$ cat config.mk
export PLATFORM = sky130hd
export DESIGN_NAME = block_xfer_sequencer_flat
export DESIGN_NICKNAME = d
export VERILOG_FILES = /design/src/rtl/block_xfer_pkg.sv /design/src/rtl/block_xfer_if.sv /design/src/rtl/block_xfer_ffs.sv /design/src/rtl/block_xfer_sequencer.sv /design/src/flat_wrapper.sv
export SDC_FILE = /design/constraint.sdc
export NUM_CORES = 1
export LEC_CHECK = 0
export BUFFER_PORTS_ARGS = -buffer_cell sky130_fd_sc_hd__buf_2
export CAP_MARGIN = 20
export CORE_ASPECT_RATIO = 2
export CORE_MARGIN = 4
export CORE_UTILIZATION = 60
export CTS_CLUSTER_SIZE = 16
export DETAILED_ROUTE_END_ITERATION = 6
export PLACE_DENSITY = 0.95
export SLEW_MARGIN = 20
export SYNTH_ARGS = -nofsm -noshare
export SYNTH_HDL_FRONTEND = slang
export SYNTH_SLANG_ARGS = --single-unit
$ cat constraint.sdc
create_clock -name clk -period 18.1 [get_ports clk]
set_input_delay 1.81 -clock clk [delete_from_list [all_inputs] [get_ports clk]]
set_output_delay 1.81 -clock clk [all_outputs]
set_load 0.02 [all_outputs]
$ cat src/rtl/block_xfer_pkg.sv
// Shared types and constants for the LDM/STM block transfer sequencer.
package block_xfer_pkg;

  typedef enum logic [2:0] {
    IDLE  = 3'd0,
    SETUP = 3'd1,
    XFER  = 3'd2,
    WB    = 3'd3,
    DONE  = 3'd4
  } state_t;

  localparam int WORD_BYTES = 4;

  // Addressing modes encoded as {P, U}.
  localparam logic [1:0] MODE_DA = 2'b00;
  localparam logic [1:0] MODE_IA = 2'b01;
  localparam logic [1:0] MODE_DB = 2'b10;
  localparam logic [1:0] MODE_IB = 2'b11;

endpackage

$ cat src/rtl/block_xfer_if.sv
// Decode, memory and register-file signals of the block transfer sequencer.
// Memory handshake: mem_req is valid, mem_ack completes the beat in that same
// cycle; mem_we/mem_addr/mem_wdata/reg_idx hold steady until the acked cycle.
interface block_xfer_if #(
  parameter int NUM_REGS = 16,
  parameter int ADDR_W   = 32,
  parameter int IDX_W    = $clog2(NUM_REGS)
);
  logic                start;
  logic [NUM_REGS-1:0] reg_list;
  logic [IDX_W-1:0]    base_idx;
  logic [ADDR_W-1:0]   base_val;
  logic                p_flag;
  logic                u_flag;
  logic                w_flag;
  logic                l_flag;
  logic [ADDR_W-1:0]   st_data;
  logic                mem_req;
  logic                mem_we;
  logic [ADDR_W-1:0]   mem_addr;
  logic [ADDR_W-1:0]   mem_wdata;
  logic                mem_ack;
  logic [ADDR_W-1:0]   mem_rdata;
  logic                mem_abort;
  logic [IDX_W-1:0]    reg_idx;
  logic                reg_we;
  logic [ADDR_W-1:0]   reg_wdata;
  logic                wb_we;
  logic [ADDR_W-1:0]   wb_val;
  logic                busy;
  logic                done;
  logic                aborted;

  modport master (
    input  start, reg_list, base_idx, base_val, p_flag, u_flag, w_flag, l_flag,
           st_data, mem_ack, mem_rdata, mem_abort,
    output mem_req, mem_we, mem_addr, mem_wdata, reg_idx, reg_we, reg_wdata,
           wb_we, wb_val, busy, done, aborted
  );

  modport slave (
    output start, reg_list, base_idx, base_val, p_flag, u_flag, w_flag, l_flag,
           st_data, mem_ack, mem_rdata, mem_abort,
    input  mem_req, mem_we, mem_addr, mem_wdata, reg_idx, reg_we, reg_wdata,
           wb_we, wb_val, busy, done, aborted
  );
endinterface

$ cat src/rtl/block_xfer_ffs.sv
// Find-first-set (lowest index) plus popcount over a register list.
module block_xfer_ffs #(
  parameter int N     = 16,
  parameter int IDX_W = $clog2(N),
  parameter int CNT_W = $clog2(N + 1)
) (
  input  logic [N-1:0]     vec,
  output logic [IDX_W-1:0] idx,
  output logic             valid,
  output logic [CNT_W-1:0] count
);

  always_comb begin
    idx   = '0;
    count = '0;
    // Scanning downward leaves the lowest set index as the final assignment.
    for (int i = N - 1; i >= 0; i--) begin
      if (vec[i]) idx = IDX_W'(i);
    end
    for (int i = 0; i < N; i++) begin
      count = count + CNT_W'(vec[i]);
    end
  end

  assign valid = |vec;

endmodule

$ cat src/rtl/block_xfer_sequencer.sv
// ARM LDM/STM block transfer sequencer: walks the register list lowest-first.
// Optional abort handling is compiled in with `define BLOCK_XFER_ABORT_EN.
module block_xfer_sequencer
  import block_xfer_pkg::*;
#(
  parameter int NUM_REGS = 16,
  parameter int ADDR_W   = 32,
  parameter int IDX_W    = $clog2(NUM_REGS)
) (
  input  logic         clk,
  input  logic         rst,
  block_xfer_if.master bus,
  output state_t       dbg_state
);

  localparam int CNT_W = $clog2(NUM_REGS + 1);
  localparam logic [ADDR_W-1:0] WORD = ADDR_W'(WORD_BYTES);

  state_t              state;
  logic [NUM_REGS-1:0] rem;
  logic [NUM_REGS-1:0] list_q;
  logic [IDX_W-1:0]    base_idx_q;
  logic [ADDR_W-1:0]   base_q;
  logic [ADDR_W-1:0]   mem_addr_q;
  logic [ADDR_W-1:0]   wb_val_q;
  logic [CNT_W-1:0]    n_q;
  logic                p_q, u_q, w_q, l_q;
  logic                mem_req_q, mem_we_q, wb_we_q, busy_q, done_q;

  logic [IDX_W-1:0]    ffs_idx;
  logic                ffs_valid;
  logic [CNT_W-1:0]    ffs_cnt;
  logic [ADDR_W-1:0]   setup_span, n_span, start_addr;
  logic                beat, abort_beat, last_beat;

  block_xfer_ffs #(.N(NUM_REGS), .IDX_W(IDX_W), .CNT_W(CNT_W)) u_ffs (
    .vec   (rem),
    .idx   (ffs_idx),
    .valid (ffs_valid),
    .count (ffs_cnt)
  );

  // In SETUP the remaining list still equals the full list, so ffs_cnt is n.
  assign setup_span = ADDR_W'(ffs_cnt) * WORD;
  assign n_span     = ADDR_W'(n_q) * WORD;
  assign beat       = mem_req_q & bus.mem_ack;
  assign last_beat  = (ffs_cnt == CNT_W'(1));

  always_comb begin
    start_addr = base_q;
    unique case ({p_q, u_q})
      MODE_IA: start_addr = base_q;
      MODE_IB: start_addr = base_q + WORD;
      MODE_DA: start_addr = base_q - setup_span + WORD;
      MODE_DB: start_addr = base_q - setup_span;
      default: start_addr = base_q;
    endcase
  end

`ifdef BLOCK_XFER_ABORT_EN
  logic aborted_q;
  assign abort_beat  = beat & bus.mem_abort;
  assign bus.aborted = aborted_q;
`else
  logic unused_abort;
  assign unused_abort = bus.mem_abort;
  assign abort_beat   = 1'b0;
  assign bus.aborted  = 1'b0;
`endif

  assign bus.mem_req   = mem_req_q;
  assign bus.mem_we    = mem_we_q;
  assign bus.mem_addr  = mem_addr_q;
  assign bus.mem_wdata = mem_req_q ? bus.st_data : '0;
  assign bus.reg_idx   = mem_req_q ? ffs_idx : '0;
  assign bus.reg_we    = beat & l_q & ~abort_beat;
  assign bus.reg_wdata = (mem_req_q & l_q) ? bus.mem_rdata : '0;
  assign bus.wb_we     = wb_we_q;
  assign bus.wb_val    = wb_val_q;
  assign bus.busy      = busy_q;
  assign bus.done      = done_q;
  assign dbg_state     = state;

  always_ff @(posedge clk or posedge rst) begin
    if (rst) begin
      state      <= IDLE;
      rem        <= '0;
      list_q     <= '0;
      base_idx_q <= '0;
      base_q     <= '0;
      mem_addr_q <= '0;
      wb_val_q   <= '0;
      n_q        <= '0;
      p_q        <= 1'b0;
      u_q        <= 1'b0;
      w_q        <= 1'b0;
      l_q        <= 1'b0;
      mem_req_q  <= 1'b0;
      mem_we_q   <= 1'b0;
      wb_we_q    <= 1'b0;
      busy_q     <= 1'b0;
      done_q     <= 1'b0;
`ifdef BLOCK_XFER_ABORT_EN
      aborted_q  <= 1'b0;
`endif
    end else begin
      unique case (state)
        IDLE: begin
          if (bus.start) begin
            rem        <= bus.reg_list;
            list_q     <= bus.reg_list;
            base_idx_q <= bus.base_idx;
            base_q     <= bus.base_val & ~ADDR_W'(WORD_BYTES - 1);
            p_q        <= bus.p_flag;
            u_q        <= bus.u_flag;
            w_q        <= bus.w_flag;
            l_q        <= bus.l_flag;
            busy_q     <= 1'b1;
            state      <= SETUP;
          end
        end
        SETUP: begin
          n_q <= ffs_cnt;
          if (ffs_valid) begin
            mem_req_q  <= 1'b1;
            mem_we_q   <= ~l_q;
            mem_addr_q <= start_addr;
            state      <= XFER;
          end else begin
            done_q <= 1'b1;
            state  <= DONE;
          end
        end
        XFER: begin
          if (beat) begin
`ifdef BLOCK_XFER_ABORT_EN
            if (abort_beat) begin
              mem_req_q  <= 1'b0;
              mem_we_q   <= 1'b0;
              mem_addr_q <= '0;
              rem        <= '0;
              done_q     <= 1'b1;
              aborted_q  <= 1'b1;
              state      <= DONE;
            end else
`endif
            begin
              rem <= rem & ~(NUM_REGS'(1) << ffs_idx);
              if (last_beat) begin
                mem_req_q  <= 1'b0;
                mem_we_q   <= 1'b0;
                mem_addr_q <= '0;
                // A loaded base register takes priority over writeback.
                wb_we_q    <= w_q & ~(l_q & list_q[base_idx_q]);
                wb_val_q   <= u_q ? base_q + n_span : base_q - n_span;
                state      <= WB;
              end else begin
                mem_addr_q <= mem_addr_q + WORD;
              end
            end
          end
        end
        WB: begin
          wb_we_q  <= 1'b0;
          wb_val_q <= '0;
          done_q   <= 1'b1;
          state    <= DONE;
        end
        DONE: begin
          done_q <= 1'b0;
          busy_q <= 1'b0;
`ifdef BLOCK_XFER_ABORT_EN
          aborted_q <= 1'b0;
`endif
          state  <= IDLE;
        end
        default: state <= IDLE;
      endcase
    end
  end

endmodule

$ cat src/flat_wrapper.sv
// flat-port wrapper written by rule: the top's interface ports become plain ports
module block_xfer_sequencer_flat import block_xfer_pkg::*;
#(
  parameter int NUM_REGS = 16,
  parameter int ADDR_W   = 32,
  parameter int IDX_W    = $clog2(NUM_REGS)
)
  (clk, rst, dbg_state, bus_start, bus_reg_list, bus_base_idx, bus_base_val, bus_p_flag, bus_u_flag, bus_w_flag, bus_l_flag, bus_st_data, bus_mem_ack, bus_mem_rdata, bus_mem_abort, bus_mem_req, bus_mem_we, bus_mem_addr, bus_mem_wdata, bus_reg_idx, bus_reg_we, bus_reg_wdata, bus_wb_we, bus_wb_val, bus_busy, bus_done, bus_aborted);
  block_xfer_if #(.NUM_REGS(NUM_REGS), .ADDR_W(ADDR_W), .IDX_W(IDX_W)) bus_i ();
  input  logic clk;
  input  logic rst;
  output state_t dbg_state;
  input wire logic [$bits(bus_i.start)-1:0] bus_start;
  input wire logic [$bits(bus_i.reg_list)-1:0] bus_reg_list;
  input wire logic [$bits(bus_i.base_idx)-1:0] bus_base_idx;
  input wire logic [$bits(bus_i.base_val)-1:0] bus_base_val;
  input wire logic [$bits(bus_i.p_flag)-1:0] bus_p_flag;
  input wire logic [$bits(bus_i.u_flag)-1:0] bus_u_flag;
  input wire logic [$bits(bus_i.w_flag)-1:0] bus_w_flag;
  input wire logic [$bits(bus_i.l_flag)-1:0] bus_l_flag;
  input wire logic [$bits(bus_i.st_data)-1:0] bus_st_data;
  input wire logic [$bits(bus_i.mem_ack)-1:0] bus_mem_ack;
  input wire logic [$bits(bus_i.mem_rdata)-1:0] bus_mem_rdata;
  input wire logic [$bits(bus_i.mem_abort)-1:0] bus_mem_abort;
  output wire logic [$bits(bus_i.mem_req)-1:0] bus_mem_req;
  output wire logic [$bits(bus_i.mem_we)-1:0] bus_mem_we;
  output wire logic [$bits(bus_i.mem_addr)-1:0] bus_mem_addr;
  output wire logic [$bits(bus_i.mem_wdata)-1:0] bus_mem_wdata;
  output wire logic [$bits(bus_i.reg_idx)-1:0] bus_reg_idx;
  output wire logic [$bits(bus_i.reg_we)-1:0] bus_reg_we;
  output wire logic [$bits(bus_i.reg_wdata)-1:0] bus_reg_wdata;
  output wire logic [$bits(bus_i.wb_we)-1:0] bus_wb_we;
  output wire logic [$bits(bus_i.wb_val)-1:0] bus_wb_val;
  output wire logic [$bits(bus_i.busy)-1:0] bus_busy;
  output wire logic [$bits(bus_i.done)-1:0] bus_done;
  output wire logic [$bits(bus_i.aborted)-1:0] bus_aborted;
  assign bus_i.start = bus_start;
  assign bus_i.reg_list = bus_reg_list;
  assign bus_i.base_idx = bus_base_idx;
  assign bus_i.base_val = bus_base_val;
  assign bus_i.p_flag = bus_p_flag;
  assign bus_i.u_flag = bus_u_flag;
  assign bus_i.w_flag = bus_w_flag;
  assign bus_i.l_flag = bus_l_flag;
  assign bus_i.st_data = bus_st_data;
  assign bus_i.mem_ack = bus_mem_ack;
  assign bus_i.mem_rdata = bus_mem_rdata;
  assign bus_i.mem_abort = bus_mem_abort;
  assign bus_mem_req = bus_i.mem_req;
  assign bus_mem_we = bus_i.mem_we;
  assign bus_mem_addr = bus_i.mem_addr;
  assign bus_mem_wdata = bus_i.mem_wdata;
  assign bus_reg_idx = bus_i.reg_idx;
  assign bus_reg_we = bus_i.reg_we;
  assign bus_reg_wdata = bus_i.reg_wdata;
  assign bus_wb_we = bus_i.wb_we;
  assign bus_wb_val = bus_i.wb_val;
  assign bus_busy = bus_i.busy;
  assign bus_done = bus_i.done;
  assign bus_aborted = bus_i.aborted;
  block_xfer_sequencer #(.NUM_REGS(NUM_REGS), .ADDR_W(ADDR_W), .IDX_W(IDX_W)) u_core (.clk(clk), .rst(rst), .bus(bus_i), .dbg_state(dbg_state));
endmodule
# Yosys cells after proc, flatten, opt, wreduce, memory -nomap -nowiden
# Index checks and enable logic that the tools add are counted.
[totals] reg_bits=147 output_inout_bits=142 elab_cells=129
[classes] addsub=21 order_cmp=1 eq_ne=13 shift=1 muxes=51 bitwise_logic=9 n_reduce_logical=16
[ops] cell="$mux W32" count=8
[ops] cell="$pmux W32 S2" count=2
[ops] cell="$pmux W32 S4" count=1
[ops] cell="$add A32 B3 Y32 const B" count=3
[ops] cell="$mux W4" count=17
[ops] cell="$sub A32 B7 Y32" count=2
[ops] cell="$add A5 B1 Y5" count=11
[ops] cell="$add A32 B7 Y32" count=1
[ops] cell="$mux W16" count=2
[ops] cell="$pmux W16 S2" count=1
[ops] cell="$and A16 B16 Y16" count=1
[ops] cell="$not A16 Y16" count=1
[ops] cell="$reduce_or A16 Y1" count=1
[ops] cell="$shl A1 B4 Y16 const A" count=1
[ops] cell="$mux W3" count=4
[ops] cell="$pmux W3 S4" count=1
[ops] cell="$reduce_and A3 Y1" count=4
[ops] cell="$mux W1" count=9
[ops] cell="$pmux W1 S2" count=4
[ops] cell="$reduce_bool A2 Y1" count=4
[ops] cell="$eq A3 B2 Y1 const B" count=2
[ops] cell="$ne A2 B1 Y1 const B" count=3
[ops] cell="$reduce_and A2 Y1" count=3
[ops] cell="$add A4 B1 Y5" count=1
[ops] cell="18 further kinds" count=25

# Logic depth before layout (Yosys ltp)
# Gate-level depths: netlist (run 1).
[depth] ltp_word=21 depth_mapped=25 depth_no_buf=23

# Hierarchy
# Synthesis (run 1) repeated with hierarchy kept, for this count alone.
[unflattened] hier_cells=1506 hier_area_um2=11661.2
[modules_own_cells] mod="block_xfer_sequencer" n_inst=1 cells_each=1433 area_per_inst_um2=11065.6
[modules_own_cells] mod="block_xfer_ffs" n_inst=1 cells_each=73 area_per_inst_um2=595.6

# Least setup slack after synthesis (run 1)
# Ideal clock, no wire load.
[synth_path] path_type="flip-flop to flip-flop" from="register u_core.rem[0]" to="register u_core.mem_addr_q[27], in the netlist u_core.bus.mem_addr[27]" setup_ns=0.077 arrival_ns=6.433 required_ns=18.023 slack_ns=11.590 stages_incl_launch_ff=21 path_buffers=0 path_cell_list="dfrtp_1 > inv_1 > fa_1 > fa_1 > fa_1 > fa_1 > inv_1 > ha_1 > inv_1 > fa_1 > fa_1 > a211oi_4 > nor2_2 > xor2_2 > a31oi_2 > or4_4 > or3b_4 > or4_4 > a311oi_2 > a41oi_1 > o21ai_1"
[synth_between] elab_chain_len=20 elab_cells_between_ends=26 classes_between="add/sub (17); eq/ne (2); mux (5); reduce/logical (2)"
[synth_rtl] item="start, declared" line="block_xfer_sequencer.sv:20" rtl="logic [NUM_REGS-1:0] rem;"
[synth_rtl] item="start signal, assigned" line="block_xfer_sequencer.sv:110" rtl="rem <= bus.reg_list;"
[synth_rtl] item="start signal, assigned" line="block_xfer_sequencer.sv:148" rtl="rem <= rem & ~(NUM_REGS'(1) << ffs_idx);"
[synth_rtl] item="$add A1 B1 Y2" line="block_xfer_ffs.sv:21" rtl="count = count + CNT_W'(vec[i]);"
[synth_rtl] item="$add A2 B1 Y3" line="block_xfer_ffs.sv:21"
[synth_rtl] item="$add A3 B1 Y4" line="block_xfer_ffs.sv:21"
[synth_rtl] item="$add A4 B1 Y5" line="block_xfer_ffs.sv:21"
[synth_rtl] item="$add A5 B1 Y5 (11 in series)" line="block_xfer_ffs.sv:21"
[synth_rtl] item="$sub A32 B7 Y32" line="block_xfer_sequencer.sv:54, block_xfer_sequencer.sv:55"
[synth_rtl] item="$add A32 B3 Y32" line="block_xfer_sequencer.sv:54" rtl="MODE_DA: start_addr = base_q - setup_span + WORD;"
[synth_rtl] item="$pmux W32 S4" line="block_xfer_sequencer.sv:51" rtl="unique case ({p_q, u_q})"
[synth_rtl] item="$mux W32" line="block_xfer_sequencer.sv:124" rtl="if (ffs_valid) begin"
[synth_rtl] item="$pmux W32 S2" line="block_xfer_sequencer.sv:107" rtl="unique case (state)"
[synth_rtl] item="end signal, assigned" line="block_xfer_sequencer.sv:127" rtl="mem_addr_q <= start_addr;"
[synth_rtl] item="end signal, assigned" line="block_xfer_sequencer.sv:158" rtl="mem_addr_q <= mem_addr_q + WORD;"
[synth_rtl] item="end, declared" line="block_xfer_sequencer.sv:24" rtl="logic [ADDR_W-1:0] mem_addr_q;"
# Several ways; a longest one is shown, not always the timed one. The select of a mux whose other input is x is not followed.
# A chain may end at the register's enable or synchronous reset.

# Final worst setup path (run 1)
# Ends and elaborated chain as after synthesis.

==> results by group, run 1 <==
Clock network
  – Post-CTS Setup Inserts: 0
  – Post-CTS sizing: 0
  – Worst-path clk slew: approximately 70 ps
  – CTS max path bufs: 2
  – H-Tree Depth: 4
  – # clock sinks: 143
  – Clk Latency, worst-skew pair: between 400 and 500 ps
  – Hold buffer count at CTS: 0
  – CTS root buffer: clkbuf_16
  – Number of buffers created by CTS: 17
  – CTS tree: built

Global routing
  – Initial antenna violation count: 0
  – Number of global-route vias before repair: between 10000 and 15000
  – First-pass GRT wire length: 66930 um
  – Tot GR Track Use: 40.17%
  – Global route overflow: 0
  – Largest net degree at the start of global routing: 77

Placed design
  – DP Wirelength: ~32000 um
  – IO buf count: around 260
  – Placer Congestion: about 1

Worst setup path
  – Endpoint class of the critical path: register
  – Crit path DAT: around 7700 ps
  – Crit-path slowest cell: fa_1
  – Critical Path Source: u_core.rem[0]
  – WS Path Type: register to register
  – Worst-path cell chain: inv_1 -> fa_1 -> fa_1 -> fa_1 -> fa_1 -> inv_1 -> ha_1 -> inv_1 -> fa_1 -> nor2b_1 -> o21ai_0 -> ha_1 -> nor3_2 -> and2_1 -> nand4_1 -> mux2i_1 -> o311a_1 -> or3b_4 -> or4_4 -> a311oi_2 -> a41oi_1 -> o21ai_1
  – Critical path peak fanout: 9
  – Worst Setup Start Kind: register
  – Data required, critical path: ~18000 ps
  – Slowest stage delay, CP: a little under 600 ps
  – CP dominant cell by count: fa_1
  – Delay-heaviest family, CP: adder cells
  – CP bufs+invs: 3
  – FF-to-FF Start: u_core.rem[0]

Floorplan
  – Core box area: ~19000 um^2
  – # rows: 71
  – # IOs: around 270
  – DIE WIDTH: approximately 110 um
  – Starting Density: approximately 61%
  – Full die area: ~22000 um^2
  – Die Ht: ~200 um

Routing
  – Final ANT Viol Nets: 0
  – Initial DRC count: 1193
  – Final wirelength: ~43000 um
  – Per-cell routed wire length: 22.45 um
  – DRC errors left: 0
  – Vias/cell: 6.492
  – Vias: about 13000
  – First-pass DRT Iterations: 5

Timing
  – Max_slew headroom: a little over a quarter
  – Final Hold Viols: 0
  – RSZ-0062 raised after global routing: no
  – Setup-failing EPs final: 0
  – Worst slew pin tran: 1081 ps
  – Max Slew Vio Count: 0
  – Final min period: 7288 ps
  – Fin crit share: around two fifths
  – Clk_skew: between 10 and 15 ps
  – Total negative slack: 0 ps
  – Fmax: between 100 and 150 MHz

Logic synthesis
  – Post-synth EDFFs: 0
  – Seq/Total Area, Yosys: a little under a third
  – Syn. warnings: 0
  – Syn_area_per_cell: just under 8 um^2
  – Synth Instances: between 1000 and 1500
  – Yosys cell types: between 80 and 90
  – Post-synthesis async set-or-reset flop share: 100.0%
  – Seq cells post-synth: between 100 and 150
  – Post-synth top flop: dfrtp_1
  – Netlist Area Pre-Place: between 10000 and 15000 um^2

Hold path
  – HP Start: u_core.list_q[7]
  – Worst hold-check path type: register to register

Cells and area
  – Layout cells sized above 1: about a fifth
  – Nets: between 1500 and 2000
  – Commonest non-fill, non-tap cells in the layout: nand2_1, buf_2, dfrtp_1
  – Commonest non-fill, non-tap cell in the layout: nand2_1
  – # diodes: 0
  – Area delta synth->final: 17.04%

Flow run
  – Max-cap violations: 0

Status
  – Run status: complete, no violations
-- registers in the layout (all words and copies together) (netlist names) --
| name | cells |
|---|---|
| u_core.rem | 16 |
| u_core.bus.wb_val | 30 |
| u_core.base_idx_q | 4 |
| u_core.list_q | 16 |
| u_core.bus.wb_we | 1 |
| u_core.bus.mem_req | 1 |
| u_core.base_q | 30 |
| u_core.dbg_state | 3 |
| u_core.w_q | 1 |
| u_core.n_q | 5 |
| u_core.bus.mem_addr | 30 |
| u_core.bus.mem_we | 1 |
| u_core.bus.done | 1 |
| u_core.p_q | 1 |
| u_core.u_q | 1 |
| u_core.l_q | 1 |
| u_core.bus.busy | 1 |
-- stage by stage --
step                hold slack, ps  instance area (um^2)  utilization, %  cells  setup slack [ps]
global placement             455.2                 12850           68.26   1900             11040
global route                 503.0                 13440           71.37   1932             10560
CTS                          473.8                 13440           71.37   1932             10920
floorplan                    440.4                 11500               -   1462             11590
finish                       470.2                 13440           71.37   1932             10810
detailed placement           459.3                 12850           68.26   1900             10900
-- path summary, 6_finish.rpt --
kind,endpoint,slack (ps),depth (start not counted)
worst min-delay path,u_core.list_q[7],470,2
worst max register to register,u_core.bus.mem_addr[27],10810,22
worst max-delay path,u_core.bus.mem_addr[27],10810,22
max in group asynchronous,u_core.bus.mem_addr[15],15220,3
worst min register to register,u_core.list_q[7],470,2
min in group asynchronous,u_core.rem[9],1460,2
-- final cells by class --
type / instances / area (um^2)
clock inverter: 8 / 105.1
fill: 1536 / 5391
clock buffer: 24 / 481.7
multi-input combinational: 1178 / 7376
tap: 255 / 319.1
sequential: 143 / 3578
timing repair buffer: 268 / 1366
inverter: 56 / 215.2
-- cell usage after synthesis (all sizes together) (5+ instances only) --
library cell / number / area [um^2]
mux2i: 13 / 130.1
a31oi: 13 / 87.58
nand4: 20 / 125.1
nand2: 277 / 1040
or3: 12 / 75.07
nand3b: 5 / 37.54
nor2b: 12 / 77.58
nor4: 25 / 198.9
clkbuf: 71 / 267.8
nor3: 35 / 180.2
a21o: 23 / 172.7
nor3b: 9 / 67.56
nand2b: 12 / 82.58
buf: 14 / 80.08
a22o: 6 / 52.55
ha: 47 / 588.1
o31ai: 16 / 120.1
or4: 5 / 45.04
o211ai: 17 / 132.6
and3: 48 / 300.3
fa: 12 / 240.2
a41oi: 6 / 52.55
mux4: 5 / 112.6
o21ai: 126 / 638.1
o22ai: 9 / 56.30
nand3: 35 / 175.2
o21bai: 7 / 52.55
and2: 42 / 262.8
dfrtp: 143 / 3578
inv: 53 / 198.9
xnor2: 39 / 349.1
a211oi: 12 / 102.6
nor2: 96 / 362.8
a21oi: 68 / 340.3
xor2: 35 / 314.1
or2: 8 / 50.05
nor4b: 5 / 43.79
-- logic make-up (layout without fill, tap and decap cells) --
group           after synthesis  count (layout)  synth area share (%)
other cells                   1               5               0.03265
fa+ha+maj                    59              59                 7.212
flops                       143             143                 31.16
compound gates              366             366                 20.76
simple gates                652             652                 27.69
xor+xnor                     74              74                 5.774
buf+inv                     141             356                 4.859
mux                          22              22                 2.506
-- per-layer routing --
metal / vias up / wire [um] / GRT usage (%)
met1: 5914 / 14200 / 41.38
li1: 5592 / - / -
met5: - / 0 / 0
met4: 0 / 4122 / 34.88
met3: 237 / 3402 / 7.032
met2: 799 / 21650 / 69.18
-- worst reg2reg max path, cell delays in order, from the launching register on --
cell      delay (ps)
dfrtp_1          480
inv_1            160
fa_1             580
fa_1             450
fa_1             550
fa_1             410
inv_1             60
ha_1             160
inv_1             50
fa_1             390
nor2b_1          140
o21ai_0          180
ha_1             330
nor3_2           530
and2_1           320
nand4_1          320
mux2i_1          330
o311a_1          260
or3b_4           450
or4_4            560
a311oi_2         220
a41oi_1          110
o21ai_1          170
Power of run 1 is left out: the tool's default activity adds up to more than one toggle a clock period on the data nets, which glitch-free logic cannot reach.
==> inputs of run 2 (changes only) <==
- CORE_UTILIZATION: 60 -> 56
- PLACE_DENSITY: 0.95 -> 0.92
- clock period: 18.1 -> 7.5 ns (I/O delays scaled with it)
==> run 2 against run 1 <==
Compared with the run above: flip-flop and latch count unchanged; first-iteration DRC count decreased by 31%; setup slack got worse by 10000 ps; highest routed layer is now met5; critical path depth fell by 1; wire length up 1.6%.
==> results by group, run 2 (synthesis results as in run 1) <==
Worst setup path
  – Worst-path cell chain: inv_1 -> fa_1 -> fa_1 -> fa_1 -> fa_1 -> inv_1 -> ha_1 -> inv_1 -> fa_1 -> xor2_1 -> ha_1 -> a211oi_4 -> nor2_2 -> xor2_2 -> a31oi_2 -> or4_4 -> or3b_4 -> or4_4 -> a311oi_2 -> a41oi_1 -> o21ai_1
  – Crit-path slowest cell: or4_4
  – Data required, critical path: a little under 8000 ps
  – Worst Setup Start Kind: register
  – Critical path peak fanout: 8
  – Endpoint class of the critical path: register
  – WS Path Type: register to register
  – Crit path DAT: about 7500 ps
  – Slowest stage delay, CP: ~620 ps
  – CP dominant cell by count: fa_1

Timing
  – Final min period: approximately 7100 ps
  – Fin crit share: between 90% and 100%
  – Final Hold Viols: 0
  – Setup-failing EPs final: 0
  – Max_slew headroom: 35.37%
  – Max Slew Vio Count: 0
  – Clk_skew: around 13 ps
  – Total negative slack: 0 ps
  – RSZ-0062 raised after global routing: no
  – Worst slew pin tran: 969.5 ps
  – Fmax: about 140 MHz

Clock network
  – Hold buffer count at CTS: 0
  – Clk Latency, worst-skew pair: about 440 ps
  – # clock sinks: 143
  – CTS max path bufs: 2
  – CTS tree: built
  – Post-CTS sizing: 0
  – CTS root buffer: clkbuf_16
  – Worst-path clk slew: roughly 60 ps
  – Post-CTS Setup Inserts: 0
  – Number of buffers created by CTS: 17
  – H-Tree Depth: 4

Cells and area
  – Fin cells: slightly below 2000
  – Commonest non-fill, non-tap cells in the layout: nand2_1, buf_2, dfrtp_1
  – Layout cells sized above 1: a little over a fifth
  – # diodes: 0
  – Nets: 1864
  – Commonest non-fill, non-tap cell in the layout: nand2_1
  – Area delta synth->final: 18.36%

Routing
  – Initial DRC count: approximately 800
  – DRC errors left: 0
  – Final wirelength: around 44000 um
  – Final ANT Viol Nets: 0
  – First-pass DRT Iterations: 5
  – Vias/cell: ~6.4
  – Per-cell routed wire length: about 23 um
  – Vias: roughly 12000

Floorplan
  – Starting Density: a little under three fifths
  – Core box area: approximately 20000 um^2
  – # rows: between 70 and 80
  – DIE WIDTH: 109.3 um
  – # IOs: about 270
  – Die Ht: between 200 and 250 um
  – Full die area: roughly 23000 um^2

Status
  – Run status: complete, no violations

Placed design
  – IO buf count: 258
  – Placed cells: between 1500 and 2000
  – Placer Congestion: just over 1
  – DP Wirelength: 34040 um

Flow run
  – Max-cap violations: 0

Global routing
  – Initial antenna violation count: 4
  – First-pass GRT wire length: ~68000 um
  – Global route overflow: 0
  – Number of global-route vias before repair: roughly 13000
  – Largest net degree at the start of global routing: 75
  – Tot GR Track Use: between 30 and 40%

Hold path
  – Worst hold-check path type: primary input to asynchronous set/reset pin
-- run 2: layout make-up --
type / count / area [um^2]
multi-input combinational: 1178 / 7387
fill: 1644 / 6410
sequential: 143 / 3578
timing repair buffer: 284 / 1484
clock buffer: 20 / 466.7
tap: 262 / 327.8
inverter: 56 / 215.2
clock inverter: 12 / 133.9
-- run 2: routing by layer --
metal	vias to the layer above	wire (um)	part of all wire, %	GRT usage (%)
met5	-	35	0.079	0
met4	6	3578	8.1	28.54
met3	212	3614	8.2	9.562
met2	702	22540	51	66.90
met1	5929	14310	32	39.78
li1	5637	-	-	-
-- run 2: worst max-delay path, delay by kind of cell, from the launching register on --
| kind | cells | cell delay, ps |
|---|---|---|
| buf+inv | 3 | 260 |
| compound gates | 5 | 1100 |
| simple gates | 4 | 1750 |
| fa+ha+maj | 7 | 2960 |
| xor+xnor | 2 | 540 |
| flops | 1 | 450 |
-- run 2: worst paths after layout --
path / startpoint / endpoint / slack (ps) / cells after the start
min in group clk: u_core.bus.wb_val[24] / u_core.bus.wb_val[24] / 470 / 2
setup reg to reg: u_core.rem[0] / u_core.bus.mem_addr[27] / 360 / 21
hold / removal: rst / u_core.rem[2] / 390 / 2
hold reg to reg: u_core.bus.wb_val[24] / u_core.bus.wb_val[24] / 470 / 2
setup / recovery: u_core.rem[0] / u_core.bus.mem_addr[27] / 360 / 21
max in group asynchronous: rst / u_core.base_q[19] / 5650 / 3
-- run 2: per-stage QoR --
stage	setup slack, ps	utilization (%)	hold WS (ps)	instance area (um^2)
finish	358.3	67.96	393.1	13590
global route	16.33	67.96	453.9	13590
CTS	411.4	67.90	419.3	13580
detailed placement	395.0	64.90	459.6	12980
global placement	577.6	64.87	456.3	12980
floorplan	990.3	-	440.4	11500
Power of run 2 is left out for the same reason.
